<file path="src/rtl/cnn_pkg.sv">
// cnn_pkg: shared CNN datapath width and float32 total-order key
package cnn_pkg;
    localparam int DATA_WIDTH = 32;
    function automatic logic [DATA_WIDTH-1:0] f32_key(input logic [DATA_WIDTH-1:0] x);
        return x[DATA_WIDTH-1] ? ~x : {1'b1, x[DATA_WIDTH-2:0]};
    endfunction
endpackage

</file>
<file path="src/rtl/cnn_fmax2.sv">
// cnn_fmax2: combinational 2-input float32 max under total order, winner passed bit-exact
module cnn_fmax2
    import cnn_pkg::*;
(
    input  logic [DATA_WIDTH-1:0] a,
    input  logic [DATA_WIDTH-1:0] b,
    output logic [DATA_WIDTH-1:0] y
);
    assign y = (f32_key(a) >= f32_key(b)) ? a : b;
endmodule

</file>
<file path="src/rtl/cnn_maxp_3x3_stream.sv">
// cnn_maxp_3x3_stream: streaming 3x3 stride-2 pad-1 float32 max-pool over back-to-back raster channel frames
module cnn_maxp_3x3_stream #(
    parameter int DATA_WIDTH   = cnn_pkg::DATA_WIDTH,
    parameter int IMAGE_WIDTH  = 16,
    parameter int IMAGE_HEIGHT = 16
) (
    input  logic                  clk,
    input  logic                  reset,
    input  logic                  valid_in,
    input  logic [DATA_WIDTH-1:0] pxl_in,
    output logic [DATA_WIDTH-1:0] pxl_out,
    output logic                  valid_out
);
    import cnn_pkg::*;
    localparam int cw = $clog2(IMAGE_WIDTH);
    localparam int rw = $clog2(IMAGE_HEIGHT);
    // all-ones has order key 0: it loses every compare and only ties with itself
    localparam logic [DATA_WIDTH-1:0] pad = '1;
    logic [cw-1:0] col;
    logic [rw-1:0] row;
    logic [DATA_WIDTH-1:0] lb_a [IMAGE_WIDTH];
    logic [DATA_WIDTH-1:0] lb_b [IMAGE_WIDTH];
    logic [DATA_WIDTH-1:0] w1 [3];
    logic [DATA_WIDTH-1:0] w2 [3];
    logic [DATA_WIDTH-1:0] cand [9];
    logic [DATA_WIDTH-1:0] t [8];
    logic en, top, left, fire, col_end;
    assign en      = reset & valid_in;
    assign top     = row == rw'(1);
    assign left    = col == cw'(1);
    assign col_end = col == cw'(IMAGE_WIDTH - 1);
    assign fire    = en & row[0] & col[0];
    always_ff @(posedge clk) begin
        if (!reset) begin
            row       <= '0;
            col       <= '0;
            valid_out <= 1'b0;
            pxl_out   <= '0;
        end else begin
            valid_out <= fire;
            if (fire) pxl_out <= t[7];
            if (valid_in) begin
                col <= col_end ? '0 : col + 1'b1;
                if (col_end) row <= (row == rw'(IMAGE_HEIGHT - 1)) ? '0 : row + 1'b1;
            end
        end
    end
    // lb_a holds the previous row, lb_b the one before; w1/w2 are the two prior columns
    always_ff @(posedge clk) begin
        if (en) begin
            lb_a[col] <= pxl_in;
            lb_b[col] <= lb_a[col];
            w1        <= '{lb_b[col], lb_a[col], pxl_in};
            w2        <= w1;
        end
    end
    always_comb begin
        cand[0] = (top | left) ? pad : w2[0];
        cand[1] = top ? pad : w1[0];
        cand[2] = top ? pad : lb_b[col];
        cand[3] = left ? pad : w2[1];
        cand[4] = w1[1];
        cand[5] = lb_a[col];
        cand[6] = left ? pad : w2[2];
        cand[7] = w1[2];
        cand[8] = pxl_in;
    end
    for (genvar i = 0; i < 8; i++) begin : g_tree
        if (i < 4) begin : g_leaf
            cnn_fmax2 u_max (.a(cand[2*i]), .b(cand[2*i+1]), .y(t[i]));
        end else if (i == 4) begin : g_odd
            cnn_fmax2 u_max (.a(cand[8]), .b(t[0]), .y(t[i]));
        end else begin : g_node
            cnn_fmax2 u_max (.a(t[2*i-9]), .b(t[2*i-8]), .y(t[i]));
        end
    end
endmodule

</file>
<file path="config.mk">
export PLATFORM = sky130hd
export DESIGN_NAME = cnn_maxp_3x3_stream
export DESIGN_NICKNAME = d
export VERILOG_FILES = /design/src/rtl/cnn_pkg.sv /design/src/rtl/cnn_fmax2.sv /design/src/rtl/cnn_maxp_3x3_stream.sv
export SDC_FILE = /design/constraint.sdc
export NUM_CORES = 2
export LEC_CHECK = 0
export ABC_AREA = 0
export CAP_MARGIN = 20
export CORE_MARGIN = 2
export CORE_UTILIZATION = 50
export CTS_BUF_LIST = sky130_fd_sc_hd__clkbuf_8
export DETAILED_ROUTE_END_ITERATION = 12
export PLACE_DENSITY = 0.72
export RECOVER_POWER = 50
export SYNTH_ARGS = -nofsm -noshare
export SYNTH_HDL_FRONTEND = slang
export SYNTH_SLANG_ARGS = --single-unit
</file>
<file path="constraint.sdc">
create_clock -name clk -period 17 [get_ports clk]
set_input_delay 3.4 -clock clk [delete_from_list [all_inputs] [get_ports clk]]
set_output_delay 3.4 -clock clk [all_outputs]
set_load 0.02 [all_outputs]
</file>
# Word level (Yosys, flattened, before mapping)
# Memory sizes are Yosys's and may differ from the RTL's. A register that Yosys moved wholly into a read port is not among the register bits.
# Cells that the tools add are included.
op_classes:
  n_reduce_logical: 1
  bitwise_logic: 20
  n_mux: 37
  n_eq_ne: 4
  add_sub_neg: 2
  magnitude_cmp: 8
ops:
  columns: ["operator", "n"]
  rows:
  - ["32-bit two-way mux", 29]
  - ["32-bit inverter", 16]
  - ["32-bit greater-or-equal comparator", 8]
  - ["4-bit two-way mux", 6]
  - ["4-bit by 1-bit adder with 4-bit output (second input constant)", 2]
  - ["4-bit by 1-bit == test with 1-bit output (second input constant)", 2]
  - ["4-bit == test (second input constant)", 2]
  - ["1-bit AND", 3]
  - ["1-bit two-way mux", 2]
  - ["2-bit AND reduction", 1]
  - ["1-bit bitwise OR", 1]
totals:
  memories: 2
  ram_bits: 1024
  out_inout_bits: 33
  ff_bits: 233
  input_bits: 35
  elab_cells: 84
mem_list:
  columns: ["name", "words", "word_bits", "rd", "rd_ports_with_merged_regs", "write_ports", "line", "rtl"]
  rows:
  - ["lb_a", 16, 32, 1, 1, 1, "cnn_maxp_3x3_stream.sv:21", "logic [DATA_WIDTH-1:0] lb_a [IMAGE_WIDTH];"]
  - ["lb_b", 16, 32, 1, 1, 1, "cnn_maxp_3x3_stream.sv:22", "logic [DATA_WIDTH-1:0] lb_b [IMAGE_WIDTH];"]

# Longest topological paths before layout
depth:
  depth_word: 19
  mapped_depth: 56
  ltp_nobuf: 47

# Hierarchy
# From an unflattened synthesis, not the netlist that was laid out.
hier_totals:
  cells_unflattened: 3686
  hier_area_um2: 61535.3
by_module_without_submodules:
  columns: ["mod", "cells_per_inst", "seq_area_each_um2", "instances", "area_per_inst_um2"]
  rows:
  - ["cnn_maxp_3x3_stream", 2182, 37415.9, 1, 47431.7]
  - ["cnn_fmax2", 188, 0.0, 8, 1762.9]

# Worst setup path after synthesis
# Ideal clock, no wire load.
synth_timing:
  kind: "input -> register"
  from: "input port reset"
  to: "memory lb_a[0][0], enable pin"
  path_stages: 4
  slack_ps: 2277
  arrival_ps: 14159
  cell_sequence: "and2_1 > clkbuf_1 > nand2_1 > nor3_1"
synth_via:
  elab_chain_len: 3
synth_lines:
  columns: ["element", "line", "rtl"]
  rows:
  - ["start, declared", "cnn_maxp_3x3_stream.sv:8", "input logic reset,"]
  - ["1-bit AND", "cnn_maxp_3x3_stream.sv:28", "assign en = reset & valid_in;"]
  - ["named net en", "cnn_maxp_3x3_stream.sv:27", "logic en, top, left, fire, col_end;"]
  - ["1-bit two-way mux", "cnn_maxp_3x3_stream.sv:50", "if (en) begin"]
  - ["1-bit two-way mux (not written as such)", "cnn_maxp_3x3_stream.sv:51", "lb_a[col] <= pxl_in;"]
  - ["end, declared", "cnn_maxp_3x3_stream.sv:21", null]
# The timed path passes the listed nets, and every way through them passes these cells.

==> key figures <==
Status
  • Run status: complete, but fails checks
  • Failing checks: capacitance limit, slew limit

Worst setup path
  • CP dominant cell by count: buf_4
  • Crit Path Max Fanout: 102
  • Reg2reg setup slack: 2470 ps
  • RR Endpoint: pxl_out[31]
  • CP peak stage delay: 1820 ps
  • Critical path type: flip-flop to flip-flop
  • WP data required: between 15000 and 20000 ps
  • Critical Path AT: between 15000 and 20000 ps
  • Setup crit end kind: flip-flop
  • FF-to-FF path depth: 42
  • Critical Path Start Type: flip-flop
  • Worst path slowest cell: clkbuf_1

Yosys
  • Yosys cell types: 62
  • Async SR Flop Fraction: 0
  • Post-synthesis register bit count: 1261
  • Synthesized net count: 3941
  • Avg Cell Area, Syn: 16.36 sq um
  • Cell count after synthesis: 3645
  • Post-synthesis cell area: 59630 sq um
  • EDFF count, synth: 1216
  • Ys Warns: 0
  • Register area share after synthesis: 0.6275
  • Top FF cell, synth: edfxtp_1

Clock tree
  • CTS hold repair buffers: 0
  • H-tree levels: 4
  • Worst-skew pair later-pin latency: 890 ps
  • CTS root buffer: clkbuf_8
  • Num CTS Buffers: roughly 190
  • Clock Tree Buf Depth: 3
  • Cts repair resizes: 0
  • CTS tree: yes
  • Clock Sinks: 1261
  • # Post-CTS Setup Buffers: 0
  • Worst-path clk slew: 60 ps

STA
  • Slew margin rel.: -1.964
  • Max-slew violations: between 300 and 400
  • Slew @ Worst Pin: 4446 ps
  • Period utilization: 0.8546
  • Final setup violation count: 0
  • RSZ-0062 raised after global routing: false
  • Fin crit period: 14530 ps
  • FMAX: a little under 70 MHz
  • Hold Violations, Final: 0
  • Setup_tns: 0 ps
  • Final setup skew: ~52 ps

Placed design
  • Final Wtd Congestion: between 0.9 and 1
  • HPWL after DPL: 91250 microns
  • PortBufs: 67

Final layout
  • Multi-input logic area: roughly 21000 sq um
  • Sequential cell area: 37420 sq um
  • Area Overhead vs Synth: 10.56%
  • Most frequent cells in the layout: edfxtp_1 (1216), mux4_2 (320), xnor2_1 (315), ha_1 (261), nor2_1 (251)
  • Number of fill cells: 9143
  • Share of layout cells above drive strength 1: 0.1802
  • Nets@finish: 4112
  • Commonest non-fill, non-tap cell in the layout: edfxtp_1

Drt
  • DR WL/cell: around 26 microns
  • Iteration-0 DRC Markers: between 3000 and 4000
  • Vias per cell: about 6.0
  • DR vias: about 33000
  • Drt pass-1 iters: 5
  • Aggregate routed wire length: 143000 microns
  • DRC viols: 0
  • DRT antenna net count: 0

GRT
  • Tot GR Track Use: 0.2364
  • Number of global-route vias before repair: around 33000
  • First-pass GRT wire length: roughly 210000 microns
  • Initial antenna violation count: 5
  • GRT Residual Overflow: 0
  • Largest net degree at the start of global routing: 104

Floorplan
  • Site row count: 126
  • Core area: 118200 sq um
  • Initial Util: 0.5043
  • Ports: 68
  • Die Wd: 349.3 microns
  • Die height: 349.3 microns
  • Die area: 122000 sq um

Flow run
  • Max-Cap Viols: 10

Pwr
  • IR drop worst, VDD: between 0.1 and 0.15 mV
  • P per Cell Area: 132.9 nW/um^2
  • Leakage power: 22.26 nW
  • Overall Power: a little under 9 mW

Worst hold path
  • Hold Path End: w2[93]
  • Hold depth: 0
  • Hold Path Class: flip-flop to flip-flop
  • Worst min-delay path startpoint: w1[93]
==> synthesized netlist by cell type, drive strengths merged (16+ instances only) <==
| master | n | area share |
|---|---|---|
| a21oi | 82 | 0.0070 |
| nand4 | 39 | 0.0041 |
| o21ai | 43 | 0.0036 |
| o211ai | 28 | 0.0035 |
| dfxtp | 45 | 0.015 |
| xor2 | 185 | 0.027 |
| o22ai | 17 | 0.0018 |
| or3 | 21 | 0.0022 |
| a21o | 65 | 0.0082 |
| a211oi | 16 | 0.0020 |
| o221ai | 27 | 0.0040 |
| nand2 | 161 | 0.010 |
| o21a | 19 | 0.0024 |
| ha | 261 | 0.055 |
| mux2 | 32 | 0.0060 |
| inv | 28 | 0.0018 |
| nand3 | 38 | 0.0032 |
| xnor2 | 315 | 0.046 |
| a221oi | 18 | 0.0026 |
| clkbuf | 101 | 0.0064 |
| mux4 | 320 | 0.12 |
| nor2 | 264 | 0.017 |
| mux2i | 73 | 0.013 |
| buf | 105 | 0.0084 |
| edfxtp | 1216 | 0.61 |
==> worst max-delay path: cells and delay by family, from the launching register on <==
kind            cells  cell delay [ps]
mux                 3             1140
simple gates        9             1720
compound gates     16             3780
fa+ha+maj           3              830
flops               1             1360
buf+inv             8             4600
xor+xnor            3              620
==> cells by family after synthesis <==
logic type / count (synthesis) / share of synthesized area
DFF: 1261 / 0.6275
and+or+nand+nor: 572 / 0.04153
xor gates and xnor gates: 500 / 0.07344
muxes: 425 / 0.1396
AOI/OAI and AO/OA: 390 / 0.04650
adders and majority gates: 261 / 0.05477
buffers and inverters: 236 / 0.01666
==> layer usage <==
metal  vias up  wire length (microns)  track usage
li1      14630                      -            -
met1     17060                  62710       0.3414
met2      1101                  67910       0.3741
met3       200                   9490      0.03928
met4         0                   2877      0.06474
met5         -                      0            0
==> final cells by class <==
class                      count  share of cell area
clock buffer                 208             0.04343
tap                         1536             0.02915
antenna                        4           0.0001518
multi-input combinational   2148              0.3249
inverter                      30            0.001708
sequential                  1261              0.5677
clock inverter               146             0.01131
timing repair buffer         181             0.02160
==> report_power, final <==
| part | internal [mW] | total (mW) | switching (mW) |
|---|---|---|---|
| sequential | 3.50 | 3.54 | 0.0364 |
| clock | 1.18 | 2.35 | 1.18 |
| combinational | 1.22 | 2.87 | 1.65 |
| total | 5.90 | 8.76 | 2.87 |
==> sequential cells by signal (all words and copies together) (netlist names), named ones only <==
signal     cells
cand          64
lb_b         512
w2            96
valid_out      1
w1            32
row            4
col            4
lb_a         512
pxl_out       32
==> metrics by stage <==
stage               std cells  setup WS [ps]  hold slack (ps)  utilization  cell area (sq um)
floorplan                3645           2277            424.4            -              59630
global placement         5154           3355            478.8       0.5280              62430
detailed placement       5154           3149            485.5       0.5280              62430
CTS                      5508           3018            490.1       0.5585              66040
global route             5511           1616            502.7       0.5575              65910
finish                   5514           2472            487.4       0.5575              65920
==> worst max-delay path by stage <==
| stage | start | cells past startpoint | to | slack [ps] |
|---|---|---|---|---|
| finish | flip-flop | 42 | pxl_out[31] | 2470 |
| global route | flip-flop | 42 | pxl_out[4] | 1620 |
| CTS | col[1] | 54 | pxl_out[28] | 3020 |
| detailed placement | col[2] | 53 | pxl_out[30] | 3150 |
| global placement | col[2] | 53 | pxl_out[1] | 3360 |
| floorplan | reset | 4 | lb_a[0][0] | 2280 |
Power figures use the tool's default switching activity.
==> RTL change: new RTL, same settings <==
Make the reset (`reset`) asynchronous in one clocked block.
--- a/src/rtl/cnn_maxp_3x3_stream.sv
+++ b/src/rtl/cnn_maxp_3x3_stream.sv
@@ -30,7 +30,7 @@
     assign left    = col == cw'(1);
     assign col_end = col == cw'(IMAGE_WIDTH - 1);
     assign fire    = en & row[0] & col[0];
-    always_ff @(posedge clk) begin
+    always_ff @(posedge clk or negedge reset) begin
         if (!reset) begin
             row       <= '0;
             col       <= '0;
Check against the original RTL: not settled (the Yosys comparison gave no result); the edit may change what the design does.
==> RTL change against the original RTL <==
  * The run still ends with capacitance limit, slew limit left
  * Clock skew rose by 0.0021 ns
  * Critical path depth fell by 3
  * Die area rose by 0.67%
  * Worst setup slack got worse by 0.86 ns
  * Fmax fell by 5.6%
  * Wire length rose by 8.7%
  * Area after synthesis rose by 0.67%
  * Final area rose by 0.38%
  * Sequential cell count fell by 4
  * Utilization fell by 0.38 points
Power is left out: the tool's default activity adds up to more than one toggle a clock period on the data nets, which glitch-free logic cannot reach.
==> RTL change: results (changes against the original RTL) <==
- Max Slew Vio Count: 364 (+8.7%)
- Synth unique cells: 67 (+8.1%)
- Most used DFF post-synth: edfxtp_1
- Reg2reg start: col[3]
- Nets@finish: 4,215 (+2.5%)
- Slowest stage delay, CP: 2.44 ns (+0.62 ns)
- First-pass GRT wire length: 228,000 microns (+6.7%)
- Share of cells above drive strength 1: 16.3% (-1.7 points)
- CTS root buf: clkbuf_8
- Post-CTS Resized: 0 (unchanged)
- 1st-iter DRT viols: 3,801 (+17%)
- Dominant delay contributor by cell family on the critical path: buffers and inverters
- Worst-skew pair later-pin latency: 0.91 ns (+0.02 ns)
- Via density: 6.04 (+0.95%)
- Post-synth EDFFs: 1,216 (unchanged)
- Gpl congestion: 0.941 (+4.4%)
- Area contributors post-synth: edfxtp_1 61%, mux4_2 9.6%, ha_1 5.4%, xnor2_1 4.7%, xor2_1 2.6%
- Initial antenna violation count: 3 (-2)
- Dpl hpwl: 97,700 microns (+7.1%)
- Average wire per standard cell: 27.3 microns (+5.4%)
- Post-Syn Nets: 4,096 (+3.9%)
- Status: finished with violations
- CP max-delay cell: clkbuf_1
- FFs w/ async S/R, synth: 3.26% (+3.3 points)
- DRT Pass-1 Iters: 7 (+2)
- Max Fanout on Critical Path: 46 (-55%)
- Setup Skew: 0.0541 ns (+0.00209 ns)
- GRT Total Usage: 25.5% (+1.8 points)
- # fillers: 9,397 (+2.8%)
- Clock slew at reported path FFs: 0.06 ns (about the same)
- Vias in the first global route: 34,400 (+4.0%)
- Most frequent cells after synthesis: 1,216 x edfxtp_1, 319 x xnor2_1, 261 x ha_1
- PortBufs: 67 (unchanged)
- Synth Warn #: 0 (unchanged)
- Largest net degree at the start of global routing: 113 (+8.7%)
- Top Registers: lb_a: 512 flops, lb_b: 512 flops, w2: 96 flops
- Hold path start: cand[43]
- Max clock buf depth: 3 (unchanged)
- Path depth of the worst reg2reg path: 39 (-7.1%)
- CTS Buf Count: 191 (-1.5%)
- WS Path Type: flip-flop to flip-flop
- Post-synthesis sequential area ratio: 62.5% (-0.21 points)
- Reg2Reg Setup Slack: 1.61 ns (-0.86 ns)
- Worst hold path depth: 0 (unchanged)
- Maxcap violations: 9 (-1)
- Hold Violations, Final: 0 (unchanged)
- Violated checks: capacitance limit, slew limit
- Setup repair bufs after CTS: 0 (unchanged)
- Least-Margin Pin Slew: 4.17 ns (-0.279 ns)
## RTL change: area by class of cell
class / count / area (sq um) / share of cell area, %
multi-input combinational: 2292 / 21700 / 32.8
inverter: 25 / 95.1 / 0.144
sequential: 1257 / 37600 / 56.8
clock inverter: 157 / 947 / 1.43
tap: 1612 / 2020 / 3.05
clock buffer: 191 / 2630 / 3.97
antenna: 2 / 5.00 / 0.00756
timing repair buffer: 152 / 1250 / 1.89
## RTL change: cell families after synthesis
| family | share of synthesized area [%] |
|---|---|
| muxes | 12.4 |
| DFF | 62.5 |
| xor gates and xnor gates | 7.27 |
| AOI/OAI and AO/OA | 6.25 |
| and+or+nand+nor | 4.43 |
| buffers and inverters | 1.68 |
| adders and majority gates | 5.44 |
## RTL change: path summary, 6_finish.rpt
check,to
setup / recovery,pxl_out[29]
hold / removal,w2[11]
setup reg to reg,pxl_out[29]
hold reg to reg,w2[11]
max in group asynchronous,col[1]
min in group asynchronous,pxl_out[9]
## RTL change: metal layers
layer | part of all wire, % | vias up | GRT usage, % | wire length [microns]
met5 | 0 | - | 0 | 0
met4 | 3.2 | 0 | 9.98 | 4990
met3 | 6.5 | 240 | 3.74 | 10100
met2 | 49 | 1304 | 42.2 | 76100
met1 | 41 | 17700 | 34.2 | 64300
li1 | - | 15100 | - | -
## RTL change: stage by stage
stage                     setup slack, ns  cell area [sq um]  instances  hold slack [ns]
after floorplan                      5.08              60000       3800            0.424
after global placement               2.55              62600       5335            0.479
after detailed placement             2.31              62600       5335            0.473
after CTS                            2.24              66200       5683            0.491
after global routing                0.884              66200       5688            0.507
final                                1.61              66200       5688            0.488
